--- config.mk ---
export PLATFORM = sky130hd
export DESIGN_NAME = qclk_trig
export DESIGN_NICKNAME = d
export VERILOG_FILES = /design/src/rtl/qclk_trig.sv
export SDC_FILE = /design/constraint.sdc
export NUM_CORES = 1
export LEC_CHECK = 0
export BUFFER_PORTS_ARGS = -buffer_cell sky130_fd_sc_hd__buf_4
export CAP_MARGIN = 20
export CORE_UTILIZATION = 45
export DETAILED_ROUTE_END_ITERATION = 10
export GPL_TIMING_DRIVEN = 0
export PLACE_DENSITY = 0.62
export SYNTH_ARGS = -nofsm -noshare
export SYNTH_HDL_FRONTEND = slang
export SYNTH_SLANG_ARGS = --single-unit
--- constraint.sdc ---
create_clock -name clk -period 2.85 [get_ports clk]
set_input_delay 0.285 -clock clk [delete_from_list [all_inputs] [get_ports clk]]
set_output_delay 0.285 -clock clk [all_outputs]
set_load 0.01 [all_outputs]
--- src/rtl/qclk_trig.sv ---
// rtl/qclk_trig.sv - loadable free-running timebase with armable timestamp-compare trigger channels
module qclk_trig #(
  parameter int WIDTH  = 32,
  parameter int N_CHAN = 4,
  localparam int CHW   = (N_CHAN > 1) ? $clog2(N_CHAN) : 1
) (
  input  logic              clk,
  input  logic              reset,
  input  logic              enable,
  input  logic              load_en,
  input  logic [WIDTH-1:0]  load_val,
  output logic [WIDTH-1:0]  out,
  input  logic              arm_en,
  input  logic [CHW-1:0]    arm_chan,
  input  logic [WIDTH-1:0]  arm_time,
  input  logic              flush,
  output logic [N_CHAN-1:0] trig,
  output logic [N_CHAN-1:0] pending,
  output logic              busy,
  output logic              arm_err
);

  // Channel count widened by one bit so out-of-range indices can be detected
  // even when N_CHAN is an exact power of two.
  localparam logic [CHW:0] N_CHAN_W = N_CHAN[CHW:0];

  logic [WIDTH-1:0]  out_q, out_d;
  logic [WIDTH-1:0]  ts_q [N_CHAN];
  logic [WIDTH-1:0]  ts_d [N_CHAN];
  logic [N_CHAN-1:0] pending_q, pending_d;
  logic [N_CHAN-1:0] trig_q, trig_d;
  logic              arm_err_q, arm_err_d;
  logic [N_CHAN-1:0] hit;
  logic              arm_ok;

  assign arm_ok = arm_en && ({1'b0, arm_chan} < N_CHAN_W);

  // Counter next state: load beats increment, otherwise hold.
  always_comb begin
    out_d = out_q;
    if (load_en) begin
      out_d = load_val;
    end else if (enable) begin
      out_d = out_q + 1'b1;
    end
  end

  // Equality match on the registered counter and stored times; enable is not involved.
  always_comb begin
    hit = '0;
    for (int c = 0; c < N_CHAN; c++) begin
      hit[c] = pending_q[c] && (out_q == ts_q[c]);
    end
  end

  // Channel bookkeeping: hits retire, flush clears all, a valid arm always wins for its channel.
  always_comb begin
    trig_d    = hit;
    pending_d = pending_q & ~hit;
    ts_d      = ts_q;
    arm_err_d = arm_err_q | (arm_en && !arm_ok);
    if (flush) begin
      pending_d = '0;
    end
    for (int c = 0; c < N_CHAN; c++) begin
      if (arm_ok && (arm_chan == CHW'(c))) begin
        pending_d[c] = 1'b1;
        ts_d[c]      = arm_time;
      end
    end
  end

  // State registers with asynchronous active-low clear.
  always_ff @(posedge clk or negedge reset) begin
    if (!reset) begin
      out_q     <= '0;
      pending_q <= '0;
      trig_q    <= '0;
      arm_err_q <= 1'b0;
      for (int c = 0; c < N_CHAN; c++) begin
        ts_q[c] <= '0;
      end
    end else begin
      out_q     <= out_d;
      pending_q <= pending_d;
      trig_q    <= trig_d;
      arm_err_q <= arm_err_d;
      for (int c = 0; c < N_CHAN; c++) begin
        ts_q[c] <= ts_d[c];
      end
    end
  end

  assign out     = out_q;
  assign trig    = trig_q;
  assign pending = pending_q;
  assign busy    = |pending_q;
  assign arm_err = arm_err_q;

endmodule

* Word level (Yosys, flattened, before mapping)
Index checks and enable logic that the tools add are counted.
Storage, ports and cells: memories 0, memory bits (read-only) 0, output and inout port bits 42, latch bits 0, input port bits 72, RAM bits 0, logic and storage cells 35, register bits 168
Cells by class: reductions and logical operators 11, magnitude comparators 0, eq/ne operators 7, multiply operators 0, bitwise logic cells 2, $add $sub $neg 1, div/mod/pow operators 0, shift operators 0, muxes and demuxes 7
Operators by type and width (count):
- equality test 32 bit | 4
- two-way mux 32 bit | 2
- adder 32 x 1 -> 32 bit (second input constant) | 1
- logical AND 1 bit | 8
- AND 4 bit | 1
- equality test 2 bit (second input constant) | 2
- two-way mux 1 bit | 4
- two-way mux 4 bit | 1
- NOT 4 bit | 1
- OR reduction 4 bit | 1
- equality test 2 x 1 -> 1 bit (second input constant) | 1
- zero test 2 bit | 1
- nonzero test 2 bit | 1

* Longest topological paths before layout
depth after elaboration 6, gate-level depth with buffers 7, mapped depth without buffers 6

* Worst setup path after synthesis
OpenSTA, ideal clock, no wires.
kind register to register, from register out_q[0] (netlist: out[0]), to register out_q[21] (netlist: out[21]), path buffers 1, period minus slack after synthesis 1.737 ns, setup slack 1.113 ns, setup time 0.064 ns, required time 2.786 ns, cell stages (with the launch flop) 7, data arrival time 1.673 ns, path through dfrtp_1 clkbuf_1 nand2_1 nand4b_4 or4_1 a21oi_1 a21o_1
On the way: cells in the longest elaborated chain, start to end 3
RTL lines:
- start: declaration | RTL line 27 | logic [WIDTH-1:0] out_q, out_d;
- start signal: assignment | RTL line 84 | out_q <= out_d;
- adder 32 x 1 -> 32 bit | RTL line 44 | out_d = out_q + 1'b1;
- two-way mux 32 bit | RTL line 43 | end else if (enable) begin
- two-way mux 32 bit | RTL line 41 | if (load_en) begin
No other way between the ends. The select of a mux whose other input is x is not followed. A chain may end at the register's enable or synchronous reset.

* Worst setup path after layout
from register out_q[17] (netlist: out[17]), to register pending_q[1] (netlist: pending[1])
On the way: cells in the longest elaborated chain, start to end 6
RTL lines:
- equality test 32 bit | RTL line 52 | hit[c] = pending_q[c] && (out_q == ts_q[c]);
- logical AND 1 bit | RTL line 52
- NOT 4 bit | RTL line 59 | pending_d = pending_q & ~hit;
- AND 4 bit | RTL line 59
- two-way mux 4 bit | RTL line 62 | if (flush) begin
- two-way mux 1 bit | RTL line 66 | if (arm_ok && (arm_chan == CHW'(c))) begin
- net pending_d[1] | RTL line 30 | logic [N_CHAN-1:0] pending_q, pending_d;
- end signal: assignment | RTL line 85 | pending_q <= pending_d;
- end: declaration | RTL line 30
The timed path passes the listed nets, and every way through them passes these cells.

==> reports/results.tsv <==
metric	value	unit
outcome	complete, but fails checks	
failing checks	design-rule violations	
# resized after CTS	0	
CP endpoint kind	flop	
port bufs	111	
Worst EP arrival	2440	ps
hold crit path type	input pin to flop	
GPL Wtd Cong	0.877	
first-pass GRT wire length	34500	um
WL per Instance	20.6	um
pin count of the biggest net entering global routing	99	
Sequential Area	0.00420	mm^2
Seq cells post-synth	168	
total negative slack	0	ps
total core area	0.0181	mm^2
layout cells sized above 1	36.0	%
WP data required	3110	ps
Reg2Reg Depth	6	
placed wire-length estimate	16600	um
clk slew on worst S/H paths	70	ps
MaxCap Viol Count	0	
Filler cells	1561	
clk_skew	8.85	ps
timing endpoint of the critical path	pending[1]	
fin crit period	2180	ps
fin crit share	76.3	%
Crit Reg-Reg Endpoint	pending[1]	
TritonCTS clock tree	built	
worst r2r src	out[17]	
Layout area overhead	21.7	%
Via density	5.37	
Antenna Cells	0	
Final Total Pwr	6.98	mW
Sink Count	168	
Hold Fails Final Rpt	0	
commonest non-fill, non-tap cells in the layout	168 x dfrtp_1, 135 x xor2_1, 128 x mux2_2	
clk buf depth	2	
residual DRC count	24	
1st-pass router iterations	8	
Mapped Nets	773	
multi-input logic area	0.00387	mm^2
R2R setup slack	670	ps
Pleak	4.55	nW
kind of critical path	flop to flop	
synthesized area per cell	12.0	um^2
drt total wl	22100	um
Mapped Area	0.00837	mm^2
DRT iter0 DRCs	301	
commonest non-fill, non-tap cell in the layout	dfrtp_1	
H-tree depth	4	
crit path launch type	flop	
initial antenna violation count	0	
GRT Overall Usage	24.1	%
GRT overflow	0	
Routed Antenna Nets	0	
Netlist cell types	36	
CP Launch Point	out[17]	
Max Fclk	0.460	GHz
Worst Max-Slew Pin Slew	868	ps
die area	0.0191	mm^2
DIE WIDTH	138	um
Pwr Density	686	mW/mm^2
via count	5760	
RSZ-0062 raised after global routing	false	
Die Span Y	138	um
Starting Density	46.3	%
final setup vio count	0	
Ys Warns	0	
I/O pin cnt	114	
row cnt	49	
later-pin clock latency in the skew report	430	ps
sequential area share after synthesis	50.2	%
Nets	905	
Root Buffer	clkbuf_16	
vias in the first global route	6039	
Rel. slew slack	42.1	%
Pins Over Slew Limit	0	
CTS Buf Count	17	
peak supply drop	464	uV
Post-Synthesis Cells	700	
worst-path fanout max	8	
-- worst max-delay path: stages, from the launching register on --
cell      delay (ps)
dfrtp_1          350
clkbuf_1         490
xor2_1           140
nor4_1           490
nand4_1          230
nor2_1           200
o21ai_0          110
-- sequential cells by signal, indices dropped and copies added, names as in the netlist --
signal,cells
out,32
pending,4
trig,4
ts_q,128
-- cell type report --
class | count | share of cell area, %
Clock inverter | 10 | 1.63
Multi-Input combinational cell | 472 | 38.1
Timing Repair Buffer | 113 | 8.63
Inverter | 6 | 0.221
Tap cell | 229 | 2.82
Clock buffer | 21 | 4.72
Sequential cell | 168 | 41.3
Buffer | 54 | 2.61
-- metal layers --
| layer | track usage, % | routed length (um) |
|---|---|---|
| met5 | 0 | 0 |
| met4 | 8.22 | 421 |
| met3 | 4.12 | 943 |
| met2 | 39.4 | 10600 |
| met1 | 32.5 | 10100 |
-- Yosys cell counts (all sizes together) --
cell / instances / area [um^2]
dfrtp: 168 / 4200
xor2: 135 / 1180
mux2: 128 / 1440
nand2: 43 / 161
nor4: 38 / 244
o21ai: 34 / 170
buf: 29 / 171
clkbuf: 25 / 93.8
xnor2: 23 / 201
nand4: 14 / 103
nand3: 10 / 55.1
nor3: 10 / 50.1
nor2: 8 / 30.0
and4: 6 / 52.6
inv: 6 / 22.5
and2: 4 / 25.0
nand2b: 4 / 25.0
nand3b: 2 / 15.0
or4: 2 / 15.0
a21o: 1 / 7.51
a21oi: 1 / 5.00
and3: 1 / 6.26
and4bb: 1 / 12.5
conb: 1 / 3.75
ha: 1 / 12.5
mux2i: 1 / 10.0
nand4b: 1 / 23.8
nor3b: 1 / 7.51
o21bai: 1 / 7.51
o31ai: 1 / 7.51
-- repair_timing --
action / 4_1_cts / 5_1_grt
hold endpoints to repair: 70 / 0
setup buffers: 0 / 0
hold buffers: 1 / 0
-- through the flow --
| step | setup WS [ps] | cells | utilization, % | cell area (um^2) | hold slack (ps) |
|---|---|---|---|---|---|
| finish | 675 | 1073 | 56.3 | 10200 | 62.4 |
| global route | 546 | 1073 | 56.3 | 10200 | 63.7 |
| CTS | 666 | 1073 | 56.3 | 10200 | 45.6 |
| detailed placement | 686 | 1041 | 52.6 | 9520 | 282 |
| global placement | 589 | 1040 | 52.5 | 9490 | 498 |
| floorplan | 1110 | 700 | - | 8370 | -10.6 |
-- how the worst min path moves through the flow --
| stage | start | to | depth (start not counted) |
|---|---|---|---|
| 6_report | load_val[8] | out[8] | 3 |
| 5_1_grt | load_val[5] | out[5] | 3 |
| 4_1_cts | load_val[6] | out[6] | 3 |
| 3_5_place_dp | reset | ts_q[76] | 1 |
| 3_3_place_gp | load_val[9] | out[9] | 3 |
| 2_1_floorplan | reset | out[0] | 0 |
-- kinds of logic (layout without fill, tap and decap cells) --
family / count (synthesis) / count (layout) / share of synthesized area (%)
adders and majority gates: 1 / 1 / 0.150
xor gates and xnor gates: 158 / 158 / 16.5
muxes: 129 / 129 / 17.3
and+or+nand+nor: 145 / 145 / 9.87
other: 1 / 1 / 0.0448
DFF: 168 / 168 / 50.2
buffers and inverters: 60 / 204 / 3.44
AOI/OAI and AO/OA: 38 / 38 / 2.36
-- power breakdown --
group / total [mW] / internal, mW / switching [mW]
Clock: 2.51 / 1.56 / 0.953
Combinational: 1.42 / 0.705 / 0.711
Sequential: 3.05 / 2.78 / 0.269
Total: 6.98 / 5.05 / 1.93
(Power assumes the default switching activity.)
